--- src/rtl/tlc_pkg.sv ---
// Shared encodings for the traffic light controller and its pedestrian
// request scheduler.
//  - ctl_state_t   : controller current_state codes
//  - sched_state_t : pedestrian scheduler FSM states
//  - is_yellow()   : true for the controller's latch-clear (yellow) states
package tlc_pkg;

  typedef enum logic [2:0] {
    S_NS_GREEN  = 3'b000,
    S_NS_YELLOW = 3'b001,
    S_EW_GREEN  = 3'b010,
    S_EW_YELLOW = 3'b011,
    S_PED_GREEN = 3'b100
  } ctl_state_t;

  typedef enum logic [2:0] {
    IDLE      = 3'd0,
    REQUEST   = 3'd1,
    WAIT_WALK = 3'd2,
    WALK      = 3'd3,
    COOLDOWN  = 3'd4
  } sched_state_t;

  localparam int STAT_W = 16;

  function automatic logic is_yellow(input logic [2:0] s);
    return (s == S_NS_YELLOW) || (s == S_EW_YELLOW);
  endfunction

endpackage

--- src/rtl/ped_button_debounce.sv ---
// One crosswalk button: 2-FF synchronizer, consecutive-high counter and a
// single-cycle accept pulse.
//  clk, reset : clock, synchronous active-high reset
//  btn        : raw asynchronous button level
//  accept     : one-cycle pulse in the cycle the counter reaches DEBOUNCE_CYCLES
// The counter saturates at DEBOUNCE_CYCLES and only clears when the
// synchronized level drops, so a long press yields exactly one accept.
module ped_button_debounce #(
  parameter int DEBOUNCE_CYCLES = 4
) (
  input  logic clk,
  input  logic reset,
  input  logic btn,
  output logic accept
);

  localparam int CW = $clog2(DEBOUNCE_CYCLES + 1);
  localparam logic [CW-1:0] CNT_MAX = CW'(DEBOUNCE_CYCLES);
  localparam logic [CW-1:0] CNT_PRE = CW'(DEBOUNCE_CYCLES - 1);

  logic          sync1, sync2;
  logic [CW-1:0] cnt;

  always_ff @(posedge clk) begin
    if (reset) begin
      sync1  <= 1'b0;
      sync2  <= 1'b0;
      cnt    <= '0;
      accept <= 1'b0;
    end else begin
      sync1 <= btn;
      sync2 <= sync1;
      if (!sync2)
        cnt <= '0;
      else if (cnt != CNT_MAX)
        cnt <= cnt + 1'b1;
      // registered so the pulse lines up with cnt == CNT_MAX
      accept <= sync2 && (cnt == CNT_PRE);
    end
  end

endmodule

--- src/rtl/ped_request_scheduler.sv ---
// Pedestrian request front end for the traffic light controller.
// Debounces N_BUTTONS crosswalk buttons, keeps a pending flag per button,
// issues one-cycle ped_request pulses, watches the controller state for the
// walk phase and enforces a MIN_GAP vehicle-service gap between walks.
//  clk, reset  : clock, synchronous active-high reset
//  btn         : raw button levels
//  ctl_state   : controller current_state (tlc_pkg codes)
//  ped_request : one-cycle request pulse to the controller
//  pending     : accepted, not yet served presses
//  served      : one-cycle snapshot of pending at walk end
//  walk_active : FSM in WALK
//  cooldown    : FSM in COOLDOWN
// Optional feature macro PED_STATS_EN adds walk_count / last_wait outputs,
// both updated on the WALK entry edge and saturating at 16'hFFFF.
module ped_request_scheduler
  import tlc_pkg::*;
#(
  parameter int N_BUTTONS       = 4,
  parameter int DEBOUNCE_CYCLES = 4,
  parameter int MIN_GAP         = 20,
  parameter int WAIT_TIMEOUT    = 64
) (
  input  logic                 clk,
  input  logic                 reset,
  input  logic [N_BUTTONS-1:0] btn,
  input  logic [2:0]           ctl_state,
  output logic                 ped_request,
  output logic [N_BUTTONS-1:0] pending,
  output logic [N_BUTTONS-1:0] served,
  output logic                 walk_active,
  output logic                 cooldown
`ifdef PED_STATS_EN
  ,
  output logic [STAT_W-1:0]    walk_count,
  output logic [STAT_W-1:0]    last_wait
`endif
);

  localparam int TW = $clog2(WAIT_TIMEOUT + 1);
  localparam int GW = $clog2(MIN_GAP + 1);
  localparam logic [TW-1:0] TO_LAST  = TW'(WAIT_TIMEOUT - 1);
  localparam logic [GW-1:0] GAP_LAST = GW'(MIN_GAP - 1);

  sched_state_t         state, state_n;
  logic [TW-1:0]        tcnt;
  logic [GW-1:0]        gcnt;
  logic [N_BUTTONS-1:0] accept;
  logic                 ped_green, walk_exit, walk_enter;

  for (genvar i = 0; i < N_BUTTONS; i++) begin : g_btn
    ped_button_debounce #(
      .DEBOUNCE_CYCLES(DEBOUNCE_CYCLES)
    ) u_db (
      .clk   (clk),
      .reset (reset),
      .btn   (btn[i]),
      .accept(accept[i])
    );
  end

  // unknown codes fall out as "not PED_GREEN"
  assign ped_green  = (ctl_state == S_PED_GREEN);
  assign walk_exit  = (state == WALK) && !ped_green;
  assign walk_enter = (state != WALK) && (state_n == WALK);

  always_ff @(posedge clk) begin
    if (reset) state <= IDLE;
    else       state <= state_n;
  end

  always_comb begin
    state_n = state;
    case (state)
      // a walk the controller grants on its own is tracked like ours
      IDLE:      if (ped_green) state_n = WALK;
                 else if (|pending) state_n = REQUEST;
      REQUEST:   state_n = WAIT_WALK;
      // no re-pulse during yellow: the controller clears its latch then
      WAIT_WALK: if (ped_green) state_n = WALK;
                 else if (tcnt == TO_LAST && !is_yellow(ctl_state)) state_n = REQUEST;
      WALK:      if (!ped_green) state_n = COOLDOWN;
      COOLDOWN:  if (ped_green) state_n = WALK;
                 else if (gcnt == GAP_LAST) state_n = IDLE;
      default:   state_n = IDLE;
    endcase
  end

  // counters clear outside their state and hold at the terminal count
  always_ff @(posedge clk) begin
    if (reset) begin
      tcnt <= '0;
      gcnt <= '0;
    end else begin
      if (state != WAIT_WALK)  tcnt <= '0;
      else if (tcnt != TO_LAST) tcnt <= tcnt + 1'b1;
      if (state != COOLDOWN)    gcnt <= '0;
      else if (gcnt != GAP_LAST) gcnt <= gcnt + 1'b1;
    end
  end

  // accepts during WALK are absorbed, except on the exit edge where a
  // fresh press survives the clear and stays pending
  always_ff @(posedge clk) begin
    if (reset) begin
      pending <= '0;
      served  <= '0;
    end else begin
      served <= '0;
      if (walk_exit) begin
        served  <= pending;
        pending <= accept;
      end else if (state != WALK) begin
        pending <= pending | accept;
      end
    end
  end

  assign ped_request = (state == REQUEST);
  assign walk_active = (state == WALK);
  assign cooldown    = (state == COOLDOWN);

`ifdef PED_STATS_EN
  localparam logic [STAT_W-1:0] STAT_MAX = '1;
  logic [STAT_W-1:0] wait_cnt;

  // wait_cnt starts at 1 on the REQUEST entry edge so that its value just
  // before the WALK entry edge equals the elapsed cycle count
  always_ff @(posedge clk) begin
    if (reset) begin
      wait_cnt   <= '0;
      walk_count <= '0;
      last_wait  <= '0;
    end else begin
      if (state == IDLE && state_n == REQUEST)
        wait_cnt <= STAT_W'(1);
      else if ((state == REQUEST || state == WAIT_WALK) && wait_cnt != STAT_MAX)
        wait_cnt <= wait_cnt + 1'b1;
      if (walk_enter) begin
        if (walk_count != STAT_MAX) walk_count <= walk_count + 1'b1;
        last_wait <= (state == WAIT_WALK) ? wait_cnt : '0;
      end
    end
  end
`else
  logic unused_walk_enter;
  assign unused_walk_enter = walk_enter;
`endif

endmodule

--- config.mk ---
export PLATFORM = sky130hd
export DESIGN_NAME = ped_request_scheduler
export DESIGN_NICKNAME = d
export VERILOG_FILES = /design/src/rtl/tlc_pkg.sv /design/src/rtl/ped_button_debounce.sv /design/src/rtl/ped_request_scheduler.sv
export SDC_FILE = /design/constraint.sdc
export NUM_CORES = 1
export LEC_CHECK = 0
export BUFFER_PORTS_ARGS = -buffer_cell sky130_fd_sc_hd__buf_2
export CORE_UTILIZATION = 40
export CTS_CLUSTER_SIZE = 40
export DETAILED_ROUTE_END_ITERATION = 10
export PLACE_DENSITY = 0.64
export SYNTH_ARGS = -nofsm -noshare
export SYNTH_HDL_FRONTEND = slang
export SYNTH_SLANG_ARGS = --single-unit
--- constraint.sdc ---
create_clock -name clk -period 2.3 [get_ports clk]
set_input_delay 0 -clock clk [delete_from_list [all_inputs] [get_ports clk]]
set_output_delay 0 -clock clk [all_outputs]
set_load 0.02 [all_outputs]
==> results.sh, run 1 <==
export IMPL_finClkSkew_ps=6.62
export IMPL_place_congestion=0.742
export IMPL_cts_buffer_depth=2
export IMPL_clock_latency_ps=300
export IMPL_drt_iter0_drc=55
export IMPL_synth_top_area_frac=0.493
export IMPL_syn_area_um2=1910
export IMPL_via_per_inst=4.84
export IMPL_synth_compound_area_share=0.0806
export IMPL_total_leakage_power_nw=0.923
export IMPL_vias=1364
export IMPL_fin_crit_sh=0.669
export IMPL_initial_core_util=0.427
export IMPL_fmax_ghz=0.650
export IMPL_die_area_um2=5050
export IMPL_muxShareOfSynthArea=0.0105
export IMPL_cpPeakStageDelay_ps=340
export IMPL_endpoint="state[0]"
export IMPL_drtPass1Iterations=7
export IMPL_path_depth=5
export IMPL_area_delta_synth_final_pct=14.2
export IMPL_grt_pass1_wl_um=5310
export IMPL_pwr_share_comb=0.088
export IMPL_arrival_ps=1720
export IMPL_end_kind="register"
export IMPL_rrSetupSlack_ps=760
export IMPL_synth_common_cells="dfxtp_1 (47), nor2_1 (21), nand2_1 (17)"
export IMPL_crit_start="gcnt[0]"
export IMPL_seqPwrFrac=0.578
export IMPL_synth_top_area_cell="dfxtp_1"
export IMPL_power_switching_mw=0.346
export IMPL_hold_violations=0
export IMPL_hpwlAfterDp_um=2180
export IMPL_p_int_mw=1.12
export IMPL_post_route_min_period_ps=1540
export IMPL_antenna_found_initial=0
export IMPL_avgRoutedWirePerCell_um=10.6
export IMPL_synthAdderAreaFrac=0.0917
export IMPL_synth_most_common_cell="dfxtp_1"
export IMPL_synth_area_leaders="dfxtp_1 (49%), ha_1 (9.2%), a21oi_1 (4.2%)"
export IMPL_totalWireLength_um=2990
export IMPL_cp_cell_sequence="ha_1, and4bb_1, nand3b_1, a31o_2, o2bb2ai_1"
export IMPL_crit_buf_inv=0
export IMPL_synth_avg_cell_area_um2=9.36
export IMPL_final_max_slew_viol_count=0
export IMPL_crit_path_max_fanout=4
export IMPL_worst_slew_pin_slew_ps=402
export IMPL_cts_made_buffers=5
export IMPL_final_nets=253
export IMPL_hold_path_class="in2reg"
export IMPL_ios=20
export IMPL_grt_pass1_vias=1270
export IMPL_powerDensity_nw_per_um2=674
export IMPL_die_w_um=71.1
export IMPL_cts_resized_gates=0
export IMPL_synthXorXnorAreaFrac=0.0550
export IMPL_synth_edf_count=0
export IMPL_status="complete, but fails checks"
export IMPL_io_buffer_count=19
export IMPL_crit_family="simple AND/OR/NAND/NOR gates"
export IMPL_synth_fp_nets=227
export IMPL_track_usage=0.136
export IMPL_rows=24
export IMPL_grt_start_max_net_pins=19
export IMPL_ir_drop_mv=0.412
export IMPL_diodes=0
export IMPL_drv_cap=0
export IMPL_violations="DRC"
export IMPL_cts_tree="done"
export IMPL_drc=2
export IMPL_power_share_clock=0.334
export IMPL_r2r_start="gcnt[0]"
export IMPL_rr_worst_depth=5
export IMPL_clk_pin_slew_worst_paths_ps=80
export IMPL_critical_path_class="reg2reg"
export IMPL_slew_headroom=0.731
export IMPL_coreArea_um2=4470
export IMPL_cts_sinks=47
export IMPL_sw_frac_of_total=0.235
export IMPL_async_reset_ff_frac=0
export IMPL_synth_top_family_by_area="simple AND/OR/NAND/NOR gates"
export IMPL_synthCells=204
export IMPL_post_cts_buffers=0
export IMPL_holdWs_ps=63.3
export IMPL_grt_overflow=0
export IMPL_cp_required_ps=2490
export IMPL_yosys_cell_types_count=32
export IMPL_cts_root_buffer="clkbuf_8"
export IMPL_die_y_um=71.1
export IMPL_drt_antenna_violating_nets=0
export IMPL_rsz0062_at_grt="no"
export IMPL_synth_ff_type="dfxtp_1"
export IMPL_setup_viol=0
export IMPL_slowest_stage="dfxtp_1"
export IMPL_yosysWarningCount=0
export IMPL_tns_ps=0
export IMPL_seq_area_frac_synth=0.493
export IMPL_synth_seq_cells=47
export IMPL_startpoint_type="register"
export IMPL_r2r_end="state[0]"
export IMPL_htree_levels=2
export IMPL_layout_drive_gt1_share=0.130
export IMPL_synthSimpleGateAreaFrac=0.233
==> layout make-up <==
class | count | area, um2
clock buffers | 6 | 82.6
clock inverters | 1 | 5.00
fillers | 449 | 2290
inverters | 14 | 52.6
multi-input cells | 139 | 900
flip-flops and latches | 47 | 941
well taps | 52 | 65.1
repair buffers | 23 | 135
==> layout by cell type (no fill, tap or decap), types with 2 or more instances in the layout <==
master and count:
dfxtp_1 47, nor2_1 21, buf_2 19, nand2_1 17, a21oi_1 16, inv_1 14
ha_1 14, nand3_1 10, nor2b_1 9, xnor2_1 8, nor3_1 8, and3_1 6
clkbuf_8 6, xor2_1 4, and2_1 4, dlygate4sd3_1 4, and3b_1 2, or3b_1 2
nand2b_1 2, a31oi_1 2, mux2i_1 2
==> worst min-delay path by stage <==
stage / startpoint / slack [ps] / to / depth (start not counted)
2_1_floorplan: btn[0] / 130 / g_btn[0].u_db.sync1 / 1
3_3_place_gp: btn[1] / 210 / g_btn[1].u_db.sync1 / 2
3_5_place_dp: btn[1] / 210 / g_btn[1].u_db.sync1 / 2
4_1_cts: ctl_state[1] / 60 / state[2] / 3
5_1_grt: ctl_state[1] / 80 / state[2] / 3
6_report: ctl_state[1] / 60 / state[2] / 3
==> repair_timing <==
item,CTS,global route
setup endpoints to repair,0,0
hold buffers,4,0
hold endpoints to repair,4,0
==> routing by layer <==
metal,vias to the layer above,track usage,share of wire
li1,725,-,-
met1,613,0.160,0.50
met2,21,0.220,0.44
met3,5,0.0413,0.040
met4,0,0.0800,0.019
met5,-,0,0
==> through the flow <==
stage	util	area, um2	setup slack, ps	instances	power, mW
finish	0.487	2180	762	282	1.47
detailed placement	0.459	2050	795	271	0.993
CTS	0.487	2180	768	282	1.49
global placement	0.459	2050	808	271	0.990
floorplan	-	1910	865	204	0.960
global route	0.487	2180	700	282	1.55
==> sequential cells by signal, summed over array words and instances (netlist names) <==
signal and flops:
pending 4, tcnt 7, g_btn.u_db.sync2 4, state 3
g_btn.u_db.accept 4, gcnt 5, g_btn.u_db.cnt 12, g_btn.u_db.sync1 4
served 4
==> power groups by stage <==
stage | sequential (mW) | clock, mW | combinational, mW
global route | 0.852 | 0.558 | 0.144
floorplan | 0.863 | 0 | 0.0964
finish | 0.849 | 0.491 | 0.129
CTS | 0.849 | 0.510 | 0.131
detailed placement | 0.868 | 0 | 0.125
global placement | 0.867 | 0 | 0.123
==> tightest hold or removal path: cells and delay by family <==
kind	cells	cell delay [ps]
and+or+nand+nor	2	220
buffers and inverters	1	90
==> logic make-up (layout without fill, tap and decap cells) <==
group | Yosys count | after routing
AND/OR/NAND/NOR | 86 | 86
adder cells (fa/ha/maj) | 14 | 14
XOR/XNOR | 12 | 12
flip-flops | 47 | 47
multiplexers | 2 | 2
AO/OA/AOI/OAI | 25 | 25
buffers and inverters | 18 | 44
(Power assumes the default switching activity.)
==> run 2, diff against run 1 <==
- clock period: 2.3 -> 1.6 ns (I/O delays scaled with it)
==> run 2 against run 1 <==
  * The flow now finishes without violations
  * Setup slack got worse by 610 ps
  * Register-to-register slack got worse by 610 ps
  * Worst hold slack improved by 39 ps
  * Utilization increased by 1.2 points
  * Final area increased by 2.4%
  * Critical endpoint unchanged
==> results.sh, run 2 (synthesis results as in run 1) <==
export IMPL_status="finished clean"
export IMPL_grt_start_max_net_pins=18
export IMPL_powerDensity_nw_per_um2=1020
export IMPL_cts_made_buffers=5
export IMPL_clock_latency_ps=300
export IMPL_p_int_mw=1.78
export IMPL_clk_pin_slew_worst_paths_ps=90
export IMPL_tns_ps=0
export IMPL_layout_drive_gt1_share=0.145
export IMPL_slew_headroom=0.740
export IMPL_ios=20
export IMPL_crit_path_max_fanout=3
export IMPL_drtPass1Iterations=6
export IMPL_drc=0
export IMPL_via_per_inst=4.78
export IMPL_die_y_um=71.1
export IMPL_finClkSkew_ps=7.40
export IMPL_avgRoutedWirePerCell_um=10.0
export IMPL_end_kind="register"
export IMPL_startpoint_type="register"
export IMPL_htree_levels=2
export IMPL_drt_antenna_violating_nets=0
export IMPL_grt_pass1_vias=1241
export IMPL_coreArea_um2=4470
export IMPL_io_buffer_count=19
export IMPL_sw_frac_of_total=0.220
export IMPL_fmax_ghz=0.689
export IMPL_hold_violations=0
export IMPL_final_cell_mix="dfxtp_1 (47), nor2_1 (21), buf_2 (19), nand2_1 (17), a21oi_1 (16)"
export IMPL_place_congestion=0.728
export IMPL_power_share_clock=0.385
export IMPL_r2r_start="gcnt[0]"
export IMPL_top_regs="g_btn.u_db.cnt x12, tcnt x7, gcnt x5"
export IMPL_die_w_um=71.1
export IMPL_fill_cells=422
export IMPL_crit_start="gcnt[0]"
export IMPL_post_route_min_period_ps=1450
export IMPL_final_nets=256
export IMPL_worst_slew_pin_slew_ps=389
export IMPL_drt_iter0_drc=76
export IMPL_seqPwrFrac=0.533
export IMPL_fin_crit_sh=0.907
export IMPL_grt_overflow=0
export IMPL_cp_required_ps=1790
export IMPL_grt_pass1_wl_um=5170
export IMPL_totalWireLength_um=2870
export IMPL_rsz0062_at_grt="no"
export IMPL_die_area_um2=5050
export IMPL_hold_path_class="in2reg"
export IMPL_setup_viol=0
export IMPL_rows=24
export IMPL_track_usage=0.131
export IMPL_initial_core_util=0.427
export IMPL_cts_tree="done"
export IMPL_area_delta_synth_final_pct=17.0
export IMPL_cts_sinks=47
export IMPL_power_switching_mw=0.503
export IMPL_cts_buffer_depth=2
export IMPL_instances_no_fill=286
export IMPL_vias=1368
export IMPL_final_max_slew_viol_count=0
export IMPL_diodes=0
export IMPL_total_leakage_power_nw=0.952
export IMPL_pwr_share_comb=0.083
export IMPL_largest_reg_flops=12
export IMPL_regMostFlops="g_btn.u_db.cnt"
export IMPL_antenna_found_initial=0
export IMPL_cts_root_buffer="clkbuf_8"
export IMPL_hold_start="reset"
export IMPL_ir_drop_mv=0.412
export IMPL_drv_cap=0
export IMPL_arrival_ps=1640
export IMPL_hpwlAfterDp_um=2090
export IMPL_final_common_cell="dfxtp_1"
export IMPL_critical_path_class="reg2reg"
export IMPL_placed_cells=274
run 2: cell count changes in the layout (fill, tap and decap cells not counted):
cell / change
bufinv_16: +1
buf_4: +3
run 2: power groups by stage:
stage / sequential (mW) / combinational (mW) / clock [mW]
finish: 1.22 / 0.189 / 0.880
global route: 1.22 / 0.212 / 0.961
global placement: 1.25 / 0.182 / 0
CTS: 1.22 / 0.190 / 0.913
floorplan: 1.24 / 0.139 / 0
detailed placement: 1.25 / 0.181 / 0
run 2: layout make-up:
cell class                      count  area [um2]  area share
Clock inverter                      2        35.0      0.0157
Timing Repair Buffer               26         158      0.0706
Clock buffer                        6        82.6      0.0370
Sequential cell                    47         941       0.421
Tap cell                           52        65.1      0.0291
Multi-Input combinational cell    139         900       0.403
Inverter                           14        52.6      0.0235
run 2: per-stage QoR:
stage / setup WS [ps] / cell area [um2] / hold WS [ps] / power [mW] / utilization
2_1_floorplan: 165 / 1910 / 128 / 1.38 / -
3_3_place_gp: 174 / 2080 / 211 / 1.43 / 0.464
3_5_place_dp: 165 / 2080 / 214 / 1.43 / 0.464
4_1_cts: 146 / 2230 / 103 / 2.32 / 0.499
5_1_grt: 64.6 / 2230 / 114 / 2.40 / 0.499
6_report: 149 / 2230 / 102 / 2.29 / 0.499
run 2: final timing paths:
check                        end  cells after the start  slack [ps]
max                     state[0]                      5         150
min          g_btn[3].u_db.sync2                      3         100
max reg2reg             state[0]                      5         150
min reg2reg  g_btn[2].u_db.sync2                      1         440
run 2: metal layers:
metal	routed length, um	global-route usage	vias to the layer above
met5	0	0	-
met4	46	0.0533	0
met3	159	0.0484	6
met2	1210	0.205	31
met1	1450	0.162	599
li1	-	-	732
run 2: what timing repair did:
item                                   in CTS  in global routing
hold buffers                                4                  0
resized for setup                           0                  0
endpoints found under the hold margin       4                  0
setup buffers                               0                  0
run 2: critical path: stages, from the launching register on:
cell and delay, ps:
dfxtp_1 340, ha_1 230, and4bb_1 200, nand3b_1 170, a31o_2 290, o2bb2ai_1 110
==> run 3, diff against run 2 <==
- ABC_AREA: default -> 1
==> run 3 against run 2 <==
  * Sequential share of layout area is 1.1 points lower
  * Final cell count is 19% higher
  * Critical path depth is 5 higher
  * Largest cell class unchanged
==> results.sh, run 3 <==
export IMPL_final_nets=294
export IMPL_fin_crit_sh=0.841
export IMPL_track_usage=0.129
export IMPL_slowest_stage="dfxtp_1"
export IMPL_p_total_mw=2.46
export IMPL_rrSetupSlack_ps=250
export IMPL_r2r_start="gcnt[0]"
export IMPL_cpPeakStageDelay_ps=370
export IMPL_io_buffer_count=19
export IMPL_drt_antenna_violating_nets=0
export IMPL_drtPass1Iterations=4
export IMPL_hold_violations=0
export IMPL_place_ws_ps=271
export IMPL_r2r_end="state[1]"
export IMPL_async_reset_ff_frac=0
export IMPL_hpwlAfterDp_um=2210
export IMPL_critical_path_class="reg2reg"
export IMPL_hold_start="reset"
export IMPL_drc=0
export IMPL_post_route_min_period_ps=1350
export IMPL_grt_start_max_net_pins=19
export IMPL_coreArea_um2=4720
export IMPL_die_y_um=71.9
export IMPL_slew_headroom=0.792
export IMPL_power_switching_mw=0.641
export IMPL_fin_ws_ps=254
export IMPL_grt_overflow=0
export IMPL_end_kind="register"
export IMPL_total_leakage_power_nw=1.06
export IMPL_fill_cells=461
export IMPL_seqPwrFrac=0.503
export IMPL_cp_cell_sequence="ha_1, inv_2, nor2_1, nand2_1, nand3_2, nand2_2, inv_2, nand3_2, nor2_1, nor2_2"
export IMPL_synth_most_common_cell="dfxtp_1"
export IMPL_cts_made_buffers=5
export IMPL_cts_buffer_depth=2
export IMPL_synth_avg_cell_area_um2=8.09
export IMPL_synthCells=242
export IMPL_rr_worst_depth=10
export IMPL_antenna_found_initial=0
export IMPL_initial_core_util=0.414
export IMPL_grt_pass1_vias=1247
export IMPL_die_w_um=71.9
export IMPL_synth_top_area_cell="dfxtp_1"
export IMPL_clock_latency_ps=300
export IMPL_ios=20
export IMPL_htree_levels=2
export IMPL_hold_depth=3
export IMPL_regMostFlops="g_btn.u_db.cnt"
export IMPL_clk_pin_slew_worst_paths_ps=90
export IMPL_worst_slew_pin_slew_ps=312
export IMPL_totalWireLength_um=2940
export IMPL_drt_iter0_drc=31
export IMPL_yosys_cell_types_count=25
export IMPL_setup_viol=0
export IMPL_placed_cells=327
export IMPL_final_cell_mix="dfxtp_1 (47), nand2_1 (42), inv_1 (37), nor2_1 (31), a21oi_1 (21)"
export IMPL_via_per_inst=4.33
export IMPL_synth_edf_count=0
export IMPL_synth_common_cells="dfxtp_1 (47), nand2_1 (42), inv_1 (37)"
export IMPL_synth_seq_cells=47
export IMPL_pwr_share_comb=0.142
export IMPL_synth_fp_nets=265
export IMPL_rsz0062_at_grt="no"
export IMPL_startpoint_type="register"
export IMPL_layout_drive_gt1_share=0.165
export IMPL_diodes=0
export IMPL_cts_root_buffer="clkbuf_8"
export IMPL_status="finished clean"
export IMPL_holdPathEnd="pending[2]"
export IMPL_place_congestion=0.750
export IMPL_power_share_clock=0.355
export IMPL_synth_ff_type="dfxtp_1"
export IMPL_powerDensity_nw_per_um2=1070
export IMPL_area_delta_synth_final_pct=17.1
export IMPL_instances_no_fill=339
export IMPL_yosysWarningCount=0
export IMPL_ir_drop_mv=0.460
export IMPL_cts_sinks=47
export IMPL_vias=1468
export IMPL_rows=25
export IMPL_synth_area_leaders="dfxtp_1 (48%), ha_1 (9.0%), nand2_1 (8.1%)"
export IMPL_top_regs="g_btn.u_db.cnt x12, tcnt x7, gcnt x5"
export IMPL_crit_path_max_fanout=4
export IMPL_arrival_ps=1540
export IMPL_sw_frac_of_total=0.261
export IMPL_tns_ps=0
export IMPL_cp_required_ps=1800
export IMPL_final_common_cell="dfxtp_1"
export IMPL_finClkSkew_ps=9.17
export IMPL_largest_reg_flops=12
export IMPL_hold_path_class="in2reg"
export IMPL_die_area_um2=5180
export IMPL_syn_area_um2=1960
export IMPL_cts_tree="done"
export IMPL_avgRoutedWirePerCell_um=8.66
export IMPL_fmax_ghz=0.743
export IMPL_grt_pass1_wl_um=5250
export IMPL_p_int_mw=1.81
export IMPL_holdWs_ps=101
export IMPL_final_max_slew_viol_count=0
export IMPL_synth_top_area_frac=0.481
export IMPL_seq_area_frac_synth=0.481
export IMPL_drv_cap=0
[run 3: cell types whose count changed after synthesis, moves of 4 or more]
cell and change:
nand2_1 +25, inv_1 +23, nor2_1 +10, nor2b_1 -9
inv_2 +6, o21ai_0 +6, a21oi_1 +5, and3_1 -5
nor3_1 -5, a211oi_1 +4, and2_1 -4, nand2_2 +4
[run 3: cells by family after synthesis]
group,count (synthesis),share of synthesized area
adders and majority gates,14,0.0895
buffers and inverters,45,0.0869
xor gates and xnor gates,6,0.0269
DFF,47,0.481
AOI/OAI and AO/OA,31,0.0844
and+or+nand+nor,99,0.231
[run 3: worst max path at each step]
stage | slack, ps | from | endpoint | depth (start not counted)
after CTS | 260 | gcnt[0] | state[1] | 10
after global placement | 310 | gcnt[0] | state[1] | 10
final | 250 | gcnt[0] | state[1] | 10
after detailed placement | 270 | gcnt[0] | state[1] | 10
after floorplan | 280 | state[2] | state[1] | 4
after global routing | 110 | gcnt[0] | state[1] | 10
[run 3: power by group through the flow]
stage | registers (mW) | logic (mW) | clock network, mW
finish | 1.23 | 0.349 | 0.871
detailed placement | 1.26 | 0.344 | 0
global placement | 1.26 | 0.342 | 0
CTS | 1.23 | 0.353 | 0.907
floorplan | 1.26 | 0.278 | 0
global route | 1.24 | 0.397 | 0.959
[run 3: what timing repair did]
item | CTS | global route
resized for setup | 0 | 0
hold endpoints to repair | 4 | 0
endpoints found under the setup margin | 0 | 0
hold buffers | 4 | 0
setup buffers | 0 | 0
[run 3: cell type report]
class	count	area, um2	area share
inverters	43	161	0.0705
multi-input cells	150	846	0.369
flip-flops and latches	47	941	0.411
repair buffers	24	143	0.0623
well taps	67	83.8	0.0366
clock inverters	3	47.5	0.0208
clock buffers	5	68.8	0.0300
[run 3: critical path: cells and delay by family, from the launching register on]
| family | cells | cell delay (ps) |
|---|---|---|
| adders and majority gates | 1 | 250 |
| buffers and inverters | 2 | 90 |
| DFF | 1 | 370 |
| and+or+nand+nor | 7 | 550 |
[run 3: stage by stage]
stage	utilization	cell area (um2)
after global routing	0.485	2290
after global placement	0.452	2130
after detailed placement	0.452	2130
after CTS	0.485	2290
final	0.485	2290
after floorplan	-	1960
[run 3: metal layers]
layer | vias to the layer above | wire [um] | share of wire | track usage
met4 | 0 | 44 | 0.015 | 0.0523
met1 | 626 | 1570 | 0.53 | 0.172
met2 | 21 | 1220 | 0.42 | 0.195
li1 | 814 | - | - | -
met3 | 7 | 102 | 0.035 | 0.0417
met5 | - | 0 | 0 | 0
